[config.mk]
export PLATFORM = sky130hd
export DESIGN_NAME = hazard_unit
export DESIGN_NICKNAME = d
export VERILOG_FILES = /design/src/rtl/hazard_unit.sv
export SDC_FILE = /design/constraint.sdc
export NUM_CORES = 1
export LEC_CHECK = 0
export ABC_AREA = 0
export BUFFER_PORTS_ARGS = -buffer_cell sky130_fd_sc_hd__buf_2
export CORE_AREA = 2 2 97 99
export CTS_BUF_LIST = sky130_fd_sc_hd__clkbuf_8
export CTS_CLUSTER_SIZE = 20
export DETAILED_ROUTE_END_ITERATION = 10
export DIE_AREA = 0 0 99 101
export PLACE_DENSITY = 0.78
export SLEW_MARGIN = 20
export SYNTH_ARGS = -nofsm -noshare
export SYNTH_HDL_FRONTEND = slang
export SYNTH_SLANG_ARGS = --single-unit
[constraint.sdc]
create_clock -name clk -period 5.1 [get_ports clk]
set_clock_uncertainty 0.05 [all_clocks]
set_input_delay 0.255 -clock clk [delete_from_list [all_inputs] [get_ports clk]]
set_output_delay 0.255 -clock clk [all_outputs]
set_load 0.05 [all_outputs]
[src/rtl/hazard_unit.sv]
// ---------------------------------------------------------------------------
// hazard_unit
//   Interlock / forwarding controller for the 5-stage RV32I pipeline.
//   Tracks M/W destinations in shadow registers, drives execute-stage
//   forwarding muxes, stalls/flushes F/D/E and freezes the whole pipe while
//   data memory is busy, with a watchdog on that wait.
//   Optional feature macro: HAZARD_FORWARD_EN (undefined = no forwarding,
//   decode interlocks on every in-flight writer instead).
//   Revision: 1.0
// ---------------------------------------------------------------------------
`default_nettype none

module hazard_unit #(
  parameter int CNT_WIDTH   = 32,
  parameter int MEM_TIMEOUT = 255
) (
  input  logic                 clk,
  input  logic                 rst,
  input  logic [4:0]           Rs1D_i,
  input  logic [4:0]           Rs2D_i,
  input  logic [4:0]           Rs1E_i,
  input  logic [4:0]           Rs2E_i,
  input  logic [4:0]           RdE_i,
  input  logic                 RegWriteE_i,
  input  logic [1:0]           ResultSrcE_i,
  input  logic                 PCSrcE_i,
  input  logic                 MemReqM_i,
  input  logic                 MemReadyM_i,
  output logic [1:0]           ForwardAE_o,
  output logic [1:0]           ForwardBE_o,
  output logic                 StallF_o,
  output logic                 StallD_o,
  output logic                 StallE_o,
  output logic                 StallM_o,
  output logic                 StallW_o,
  output logic                 FlushD_o,
  output logic                 FlushE_o,
  output logic [CNT_WIDTH-1:0] StallCount_o,
  output logic [CNT_WIDTH-1:0] FlushCount_o,
  output logic                 MemTimeout_o
);

  // Wide enough to hold MEM_TIMEOUT plus one increment without overflow.
  localparam int WAIT_W = $clog2(MEM_TIMEOUT + 1) + 1;
  localparam logic [WAIT_W-1:0] TIMEOUT_VAL = WAIT_W'(MEM_TIMEOUT);
  localparam logic [WAIT_W-1:0] WAIT_ONE    = WAIT_W'(1);

  localparam logic [1:0] ST_RUN      = 2'd0;
  localparam logic [1:0] ST_MEM_WAIT = 2'd1;
  localparam logic [1:0] ST_ERROR    = 2'd2;

  logic [1:0]        state;
  logic [WAIT_W-1:0] wait_cnt;
  logic [WAIT_W-1:0] wait_cnt_inc;
  logic              memstall;
  logic              data_hazard;
  logic [4:0]        rd_m;
  logic [4:0]        rd_w;
  logic              reg_write_m;
  logic              reg_write_w;

  assign wait_cnt_inc = wait_cnt + WAIT_ONE;

  // Global memory stall: a fresh unready access, a continuing wait, or a dead unit.
  always_comb begin
    memstall = 1'b0;
    if (!rst) begin
      case (state)
        ST_RUN:      memstall = MemReqM_i & ~MemReadyM_i;
        ST_MEM_WAIT: memstall = ~MemReadyM_i;
        default:     memstall = 1'b1;
      endcase
    end
  end

  // Memory-wait FSM with watchdog; ERROR is left only through rst.
  always_ff @(posedge clk or posedge rst) begin
    if (rst) begin
      state        <= ST_RUN;
      wait_cnt     <= '0;
      MemTimeout_o <= 1'b0;
    end else begin
      case (state)
        ST_RUN: begin
          if (MemReqM_i && !MemReadyM_i) begin
            wait_cnt <= WAIT_ONE;
            if (TIMEOUT_VAL <= WAIT_ONE) begin
              state        <= ST_ERROR;
              MemTimeout_o <= 1'b1;
            end else begin
              state <= ST_MEM_WAIT;
            end
          end
        end
        ST_MEM_WAIT: begin
          if (MemReadyM_i) begin
            state    <= ST_RUN;
            wait_cnt <= '0;
          end else begin
            wait_cnt <= wait_cnt_inc;
            if (wait_cnt_inc >= TIMEOUT_VAL) begin
              state        <= ST_ERROR;
              MemTimeout_o <= 1'b1;
            end
          end
        end
        default: state <= ST_ERROR;
      endcase
    end
  end

  // Shadow copies of the M/W destinations; frozen together with the pipeline.
  always_ff @(posedge clk or posedge rst) begin
    if (rst) begin
      rd_m        <= 5'd0;
      rd_w        <= 5'd0;
      reg_write_m <= 1'b0;
      reg_write_w <= 1'b0;
    end else if (!memstall) begin
      rd_m        <= RdE_i;
      reg_write_m <= RegWriteE_i;
      rd_w        <= rd_m;
      reg_write_w <= reg_write_m;
    end
  end

`ifdef HAZARD_FORWARD_EN
  // Operand forwarding, M newer than W; x0 is never a forwarding source.
  always_comb begin
    ForwardAE_o = 2'b00;
    ForwardBE_o = 2'b00;
    if (!rst) begin
      if (reg_write_m && (rd_m != 5'd0) && (rd_m == Rs1E_i))
        ForwardAE_o = 2'b10;
      else if (reg_write_w && (rd_w != 5'd0) && (rd_w == Rs1E_i))
        ForwardAE_o = 2'b01;
      if (reg_write_m && (rd_m != 5'd0) && (rd_m == Rs2E_i))
        ForwardBE_o = 2'b10;
      else if (reg_write_w && (rd_w != 5'd0) && (rd_w == Rs2E_i))
        ForwardBE_o = 2'b01;
    end
  end

  // Only a load result is too late to forward into the next instruction.
  always_comb begin
    data_hazard = (ResultSrcE_i == 2'b01) && (RdE_i != 5'd0) &&
                  ((RdE_i == Rs1D_i) || (RdE_i == Rs2D_i));
  end
`else
  logic unused_fwd_inputs;
  assign unused_fwd_inputs = ^{Rs1E_i, Rs2E_i, ResultSrcE_i};

  assign ForwardAE_o = 2'b00;
  assign ForwardBE_o = 2'b00;

  function automatic logic src_busy(input logic [4:0] rs,
                                    input logic [4:0] rd_e, input logic we_e,
                                    input logic [4:0] rdm,  input logic wem,
                                    input logic [4:0] rdw,  input logic wew);
    return (rs != 5'd0) &&
           ((we_e && (rd_e == rs)) || (wem && (rdm == rs)) || (wew && (rdw == rs)));
  endfunction

  // Without forwarding, decode waits until no in-flight writer targets its sources.
  always_comb begin
    data_hazard =
      src_busy(Rs1D_i, RdE_i, RegWriteE_i, rd_m, reg_write_m, rd_w, reg_write_w) ||
      src_busy(Rs2D_i, RdE_i, RegWriteE_i, rd_m, reg_write_m, rd_w, reg_write_w);
  end
`endif

  // Stall/flush priority: reset, memory stall, taken branch, data hazard.
  always_comb begin
    StallF_o = 1'b0;
    StallD_o = 1'b0;
    StallE_o = 1'b0;
    StallM_o = 1'b0;
    StallW_o = 1'b0;
    FlushD_o = 1'b0;
    FlushE_o = 1'b0;
    if (rst) begin
      FlushD_o = 1'b1;
      FlushE_o = 1'b1;
    end else if (memstall) begin
      StallF_o = 1'b1;
      StallD_o = 1'b1;
      StallE_o = 1'b1;
      StallM_o = 1'b1;
      StallW_o = 1'b1;
    end else if (PCSrcE_i) begin
      FlushD_o = 1'b1;
      FlushE_o = 1'b1;
    end else if (data_hazard) begin
      StallF_o = 1'b1;
      StallD_o = 1'b1;
      FlushE_o = 1'b1;
    end
  end

  // Saturating performance counters, cleared only by reset.
  always_ff @(posedge clk or posedge rst) begin
    if (rst) begin
      StallCount_o <= '0;
      FlushCount_o <= '0;
    end else begin
      if (StallF_o && (StallCount_o != '1))
        StallCount_o <= StallCount_o + CNT_WIDTH'(1);
      if (FlushE_o && (FlushCount_o != '1))
        FlushCount_o <= FlushCount_o + CNT_WIDTH'(1);
    end
  end

endmodule

`default_nettype wire
After elaboration in Yosys (flattened, before gate mapping)
Index checks and enable logic that the tools add are counted.

Word-level logic and storage cells: 71. Input port bits: 33. Output and inout bits: 76. Register bits after elaboration: 88.

Order comparisons: 1. Equality and inequality tests: 11. Add/sub/neg operators: 3. Reductions and logical operators: 24. Bitwise operators: 2. Mux-type cells: 21.

Operators with widths (number): 32-bit by 1-bit adder with 32-bit output (second input constant) (2); 32-bit inequality test (second input constant) (2); 5-bit equality test (6); 9-bit two-way mux (2); 9-bit one-hot mux with 2 select lines (1); 1-bit two-way mux (13); 1-bit logical AND (11); 5-bit nonzero test (2); 9-bit by 1-bit adder with 9-bit output (second input constant) (1); 9-bit by 8-bit greater-or-equal comparator with 1-bit output (second input constant) (1); 2-bit two-way mux (3); 1-bit logical OR (5); 2-bit one-hot mux with 2 select lines (1); 2-bit AND reduction (2); 3-bit inequality test (second input constant) (1); 3-bit AND reduction (1); 2-bit by 1-bit equality test with 1-bit output (second input constant) (1); 2-bit logical NOT (1); 2-bit inequality test (second input constant) (1); 1-bit one-hot mux with 2 select lines (1); 2-bit nonzero test (1); 1-bit AND (1); 1-bit logical NOT (1); 1-bit NOT (1).

Longest topological paths before layout
Gate-level depths: netlist (run 1).

Depth in word-level cells: 11. Depth in mapped cells: 9. Mapped depth without buffers: 8.

Least setup slack after synthesis (run 1)
Ideal clock, no wire load.

Path type: input to output. Start point: input rst. End point: output StallF_o. Path slack: 0.454 ns. Path buffers: 2. Stages: 5. Arrival time: 4.341 ns. Cell sequence: inv_1 -> o31ai_1 -> a21oi_2 -> buf_2 -> buf_4.

Longest elaborated chain between the ends: 3.

Ends and longest elaborated chain: from (decl) (line 18) `input logic rst,`; 1-bit two-way mux (line 67) `if (!rst) begin`; 1-bit two-way mux; 1-bit two-way mux (*); to (decl) (line 31) `output logic StallF_o,`.

Every way passes the cells marked *; elsewhere a longest branch is shown, timed or not.

Worst setup path after layout (run 1)
Start point: register rd_m[4]. End point: output StallF_o.

Longest elaborated chain between the ends: 10.

Ends and longest elaborated chain: from (decl) (line 57) `logic [4:0] rd_m;`; from (signal assigned) (line 120) `rd_m <= RdE_i;`; 5-bit equality test (line 161) `((we_e && (rd_e == rs)) || (wem && (rdm == rs)) || (wew && (rdw == rs)));`; 1-bit logical AND (line 161); 1-bit logical OR (2 in a row) (line 161); 1-bit logical AND (line 160) `return (rs != 5'd0) &&`; 1-bit logical OR (*) (line 167) `src_busy(Rs1D_i, RdE_i, RegWriteE_i, rd_m, reg_write_m, rd_w, reg_write_w) ||`; 1-bit two-way mux (*) (line 193) `end else if (data_hazard) begin`; 1-bit two-way mux (*) (line 190) `end else if (PCSrcE_i) begin`; 1-bit two-way mux (*) (line 184) `end else if (memstall) begin`; 1-bit two-way mux (*) (line 181) `if (rst) begin`.

Marks and branches as above.

==> results of run 1 <==
worst max path at each step:
stage	slack (ns)	end	start	cells past startpoint
final	1.93	StallF_o	rd_m[4]	6
after global routing	1.72	StallF_o	rd_m[2]	6
after CTS	1.94	StallF_o	rd_m[4]	6
after detailed placement	2.24	StallCount_o[1]	StallCount_o[0]	8
after global placement	2.33	StallCount_o[1]	StallCount_o[0]	8
after floorplan	0.45	StallF_o	rst	5
worst max-delay path: stages, from the launching register on:
cell and delay, ns:
dfrtp_1 0.43, xnor2_1 0.18, nand4_1 0.11, nor4_1 0.37, nor4_4 0.12, a21oi_2 0.88, buf_2 0.42
synth_stat cells (2+ instances only):
master,instances,area share
dfrtp_1,88,0.46
xnor2_1,70,0.13
nand2_1,44,0.034
nand3_1,42,0.044
nand4_1,26,0.034
nor2_1,24,0.019
and3_1,20,0.026
xor2_1,14,0.025
mux2_2,13,0.030
o21ai_0,13,0.013
nor3_1,12,0.012
inv_1,11,0.0086
a21oi_1,10,0.010
and2_1,8,0.010
and4_1,8,0.015
buf_4,7,0.011
mux2_1,7,0.016
a21o_1,5,0.0078
buf_2,5,0.0052
clkbuf_1,5,0.0039
nand4b_1,5,0.0091
nor4b_1,5,0.0091
o31ai_1,5,0.0078
ha_1,4,0.010
nor4_1,4,0.0052
nand2b_1,3,0.0039
a21oi_2,2,0.0036
nor2b_1,2,0.0026
or4_1,2,0.0031
per-layer routing:
layer | GRT usage | vias up
li1 | - | 1893
met1 | 0.284 | 1901
met2 | 0.364 | 101
met3 | 0.0465 | 8
met4 | 0.0527 | 0
met5 | 0 | -
sequential cells by signal, indices dropped and copies added, names as in the netlist:
name	cells
FlushCount_o	32
StallCount_o	32
wait_cnt	9
rd_m	5
rd_w	5
state	2
MemTimeout_o	1
reg_write_m	1
reg_write_w	1
cell type report:
type / count / area (um^2)
Fill cell: 761 / 3410
Clock inverter: 7 / 80.1
Sequential cell: 88 / 2200
Tap cell: 111 / 139
Timing Repair Buffer: 95 / 487
Inverter: 11 / 42.5
Multi-Input combinational cell: 370 / 2490
Clock buffer: 9 / 124
through the flow:
step	power, mW	std cells	hold WS [ns]
2_1_floorplan	1.14	486	0.356
3_3_place_gp	1.23	675	0.389
3_5_place_dp	1.24	675	0.395
4_1_cts	1.74	691	0.128
5_1_grt	1.81	691	0.140
6_report	1.72	691	0.122
cells by family after synthesis:
logic type	count (synthesis)	share of synthesized area
simple gates	212	0.241
xor+xnor	84	0.153
buf+inv	28	0.0285
other cells	1	0.000778
fa+ha+maj	4	0.0104
flops	88	0.457
compound gates	44	0.0584
mux	22	0.0519
power by group through the flow:
stage	Sequential, mW	Clock, mW	Combinational, mW
final	0.817	0.498	0.409
after global routing	0.828	0.538	0.444
after CTS	0.817	0.512	0.413
after detailed placement	0.831	0	0.412
after global placement	0.826	0	0.405
after floorplan	0.958	0	0.182
==> metrics.txt, run 1 <==
met3 WL=548 um; worst skew pair latency=0.35 ns; All-Layer GR Usage=0.215; M1 WL=4820 um; largest net degree at the start of global routing=89; Sequential Power Share=0.474; share of cells above drive strength 1=0.229; most frequent cells in the layout=92 x buf_2, 88 x dfrtp_1, 70 x xnor2_1; vias in the first global route=3845; final hold violation count=0; Tmin final=3.17 ns; P_leak=2.61 nW; dpl cell area=5360 um^2; post-CTS setup buffers=0; Setup TNS=0 ns; nets@finish=612; first-pass GRT wire length=17800 um; Slew headroom=0.268; clk root buf=clkbuf_8; P_int=1.11 mW; DR iter-0 viols=140; # setup viols final=0; max layer used=met4; Synth Flop Type=dfrtp_1; Final Cycle Share=0.621; Least-Margin Pin Slew=1.10 ns; effective utilization at floorplan=0.537; worst r2r src=StallCount_o[0]; leftover overflow at the end of global routing=0; Post-CTS Hold Buffers=0; VDD IR max=0.172 mV; Hold Path Class=in2async; CTS buffer count=9; CP max FO=24; Worst R2R Path Depth=8; Worst Setup End Kind=output pin; CP required=4.80 ns; pwr/cell area=310 nW/um^2; Post-DP HPWL=7490 um; R2R setup slack=2.19 ns; Synth cell types=48; IO Count=109; Detail Route Antenna Nets=0; post-cts repair resize count=0; RSZ-0062 raised after global routing=false; quantity of I/O buffers inserted on ports=92; post-synthesis async set-or-reset flop share=1.00; most common cell after layout, fill and taps aside=buf_2; Syn Inst Count=483; CTS Sinks=88; Area Overhead vs Synth=15.5%; max-cap viol count=0; Die W=99 um; Die Y=101 um; Met2 Wirelength=4940 um; Finished Cell Area=5570 um^2; H-tree lvl count=3; clk buf depth=2; final slew viol count=0; startpoint types=register; detail-routed via count per cell=5.65; number of flops mapped to enable cells by yosys=0; gpl congestion=0.828; final core occ=0.620; RR Endpoint=StallCount_o[1]; Switching Fraction=0.356; initial antenna violation count=0; status=finished clean; sequential share of the synthesized area=0.457; CTS tree=yes; Comb power frac=0.237; diodes inserted=0; pre-CTS setup slack=2.24 ns; CTS clk-pin slew, worst paths=0.10 ns; yosys warns=0; critical path arrival=2.86 ns; DRT Pass-1 Iters=4; placeable core area=8980 um^2; placement row count=35; clock power share=0.289; CP Class=reg2out; Final Worst Setup Slack=1.93 ns; Max Freq=0.316 GHz; number of synthesized register bits=88; Avg Cell Area, Syn=9.98 um^2; DRC=0; vias=3903; Die Area=10000 um^2; NetSw=613 uW; synthesized cell area=4820 um^2; DRT Wirelength=10400 um; wire per inst=15.0 um
No activity file was read; power rests on OpenSTA's default activity.
==> inputs of run 2 (changes only) <==
- clock period: 5.1 -> 3.15 ns (I/O delays scaled with it)
==> run 2 against run 1 <==
  * Die area unchanged
  * Sequential power is 62% higher
  * Register-to-register slack worse by 1.6 ns
  * Core utilization up 0.50 points
  * Clock power increased by 69%
  * Total power increased by 64%
  * Hold slack got worse by 0.10 ns
  * Sequential share of layout area fell by 0.32 points
  * First-iteration DRC count grew 19%
  * Cell count is 0.29% higher
  * Largest power group unchanged
==> metrics.txt, run 2 (synthesized netlist as in run 1, its figures left out) <==
critical path arrival=2.62 ns (-0.24 ns); most common cell after layout, fill and taps aside=buf_2; startpoint types=register; gpl congestion=0.953 (+15%); fill cell count=771 (+1.3%); Inst Count DP=677 (+0.30%); H-tree lvl count=3 (unchanged); post-cts repair resize count=0 (unchanged); post-CTS setup buffers=0 (unchanged); CTS buffer count=9 (unchanged); diodes inserted=0 (unchanged); detail-routed via count per cell=5.75 (+1.8%); Die Area=10000 um^2 (unchanged); Final Cycle Share=0.896; P_leak=2.64 nW (+1.1%); leftover overflow at the end of global routing=0 (unchanged); All-Layer GR Usage=0.219 (+0.00330); RSZ-0062 raised after global routing=false; DRT Wirelength=10700 um (+2.9%); CTS clk-pin slew, worst paths=0.10 ns (about the same); share of cells above drive strength 1=0.235 (+0.00608); pwr/cell area=505 nW/um^2 (+63%); Least-Margin Pin Slew=0.760 ns (-0.339 ns); Slew headroom=0.494 (+0.226); DRT Pass-1 Iters=4 (unchanged); Post-DP HPWL=7670 um (+2.4%); Max Freq=0.354 GHz; worst skew pair latency=0.35 ns (about the same); final slew viol count=0 (unchanged); nets@finish=614 (+0.33%); CP Class=reg2out; Detail Route Antenna Nets=0 (unchanged); CTS tree=yes; initial antenna violation count=0 (unchanged); largest net degree at the start of global routing=89 (unchanged); wire per inst=15.4 um (+2.6%); vias in the first global route=3844 (-0.026%); Worst Setup End Kind=output pin; IO Count=109 (unchanged); multi-input combinational cell area=2510 um^2 (+0.75%); VDD IR max=0.339 mV (+97%); Hold Path Class=in2async; first-pass GRT wire length=18000 um (+1.0%); final core occ=0.625 (+0.00502); Top Registers=FlushCount_o: 32 flops, StallCount_o: 32 flops, wait_cnt: 9 flops; pre-CTS setup slack=0.440 ns (-1.80 ns); CTS Sinks=88 (unchanged); CP max FO=21 (-13%); quantity of I/O buffers inserted on ports=92 (unchanged); Tmin final=2.82 ns; DRC=0 (unchanged); Area Overhead vs Synth=16.4%; CP required=2.94 ns (-1.86 ns); status=finished clean; vias=3985 (+2.1%); final hold violation count=0 (unchanged); # setup viols final=0 (unchanged); clk buf depth=2 (unchanged); Die W=99 um (unchanged); most frequent cells in the layout=92 x buf_2, 88 x dfrtp_1, 70 x xnor2_1; register area=2200 um^2 (unchanged); Hold WS=0.0209 ns (-0.101 ns); clk root buf=clkbuf_8; Die Y=101 um (unchanged); Final Worst Setup Slack=0.327 ns (-1.60 ns); Non-Filler Instances=693 (+0.29%); placeable core area=8980 um^2 (unchanged); DR iter-0 viols=166 (+19%); effective utilization at floorplan=0.537 (unchanged); Worst R2R Path Depth=8 (unchanged); max-cap viol count=0 (unchanged); Post-CTS Hold Buffers=0 (unchanged); placement row count=35 (unchanged)
[run 2: stage by stage]
stage / area, um^2 / total power, mW / TNS (ns)
finish: 5610 / 2.83 / 0
global route: 5610 / 2.97 / 0
CTS: 5600 / 2.85 / 0
detailed placement: 5390 / 2.02 / 0
global placement: 5390 / 1.99 / 0
floorplan: 4860 / 1.85 / -0.306
[run 2: per-layer routing]
metal,vias up,GRT usage,wire (um)
li1,1900,-,-
met1,1938,0.276,4500
met2,123,0.370,5330
met3,24,0.0492,662
met4,0,0.0801,196
met5,-,0,0
[run 2: worst paths after layout]
kind	startpoint	endpoint	slack [ns]
worst max-delay path	rd_w[1]	FlushE_o	0.33
worst min-delay path	rst	FlushCount_o[18]	0.02
worst max register to register	rd_w[1]	StallCount_o[11]	0.56
worst min register to register	MemTimeout_o	MemTimeout_o	0.43
max in group asynchronous	rst	FlushCount_o[4]	2.53
min in group clk	RegWriteE_i	reg_write_m	0.05
[run 2: report_power, final]
| group | total, mW | internal, mW | switching, mW |
|---|---|---|---|
| registers | 1.32 | 1.22 | 0.109 |
| clock network | 0.840 | 0.402 | 0.438 |
| logic | 0.671 | 0.207 | 0.464 |
[run 2: layout make-up]
type | instances | area share
inverters | 11 | 0.00802
well taps | 111 | 0.0247
multi-input cells | 370 | 0.448
flip-flops and latches | 88 | 0.392
clock buffers | 10 | 0.0245
clock inverters | 6 | 0.0134
repair buffers | 97 | 0.0894
[run 2: critical path: stages (launching register included)]
cell	delay, ns
dfrtp_1	0.42
xnor2_1	0.24
nand4_1	0.13
nor3_1	0.33
nor4_4	0.12
a21oi_4	0.49
buf_4	0.25
buf_2	0.27
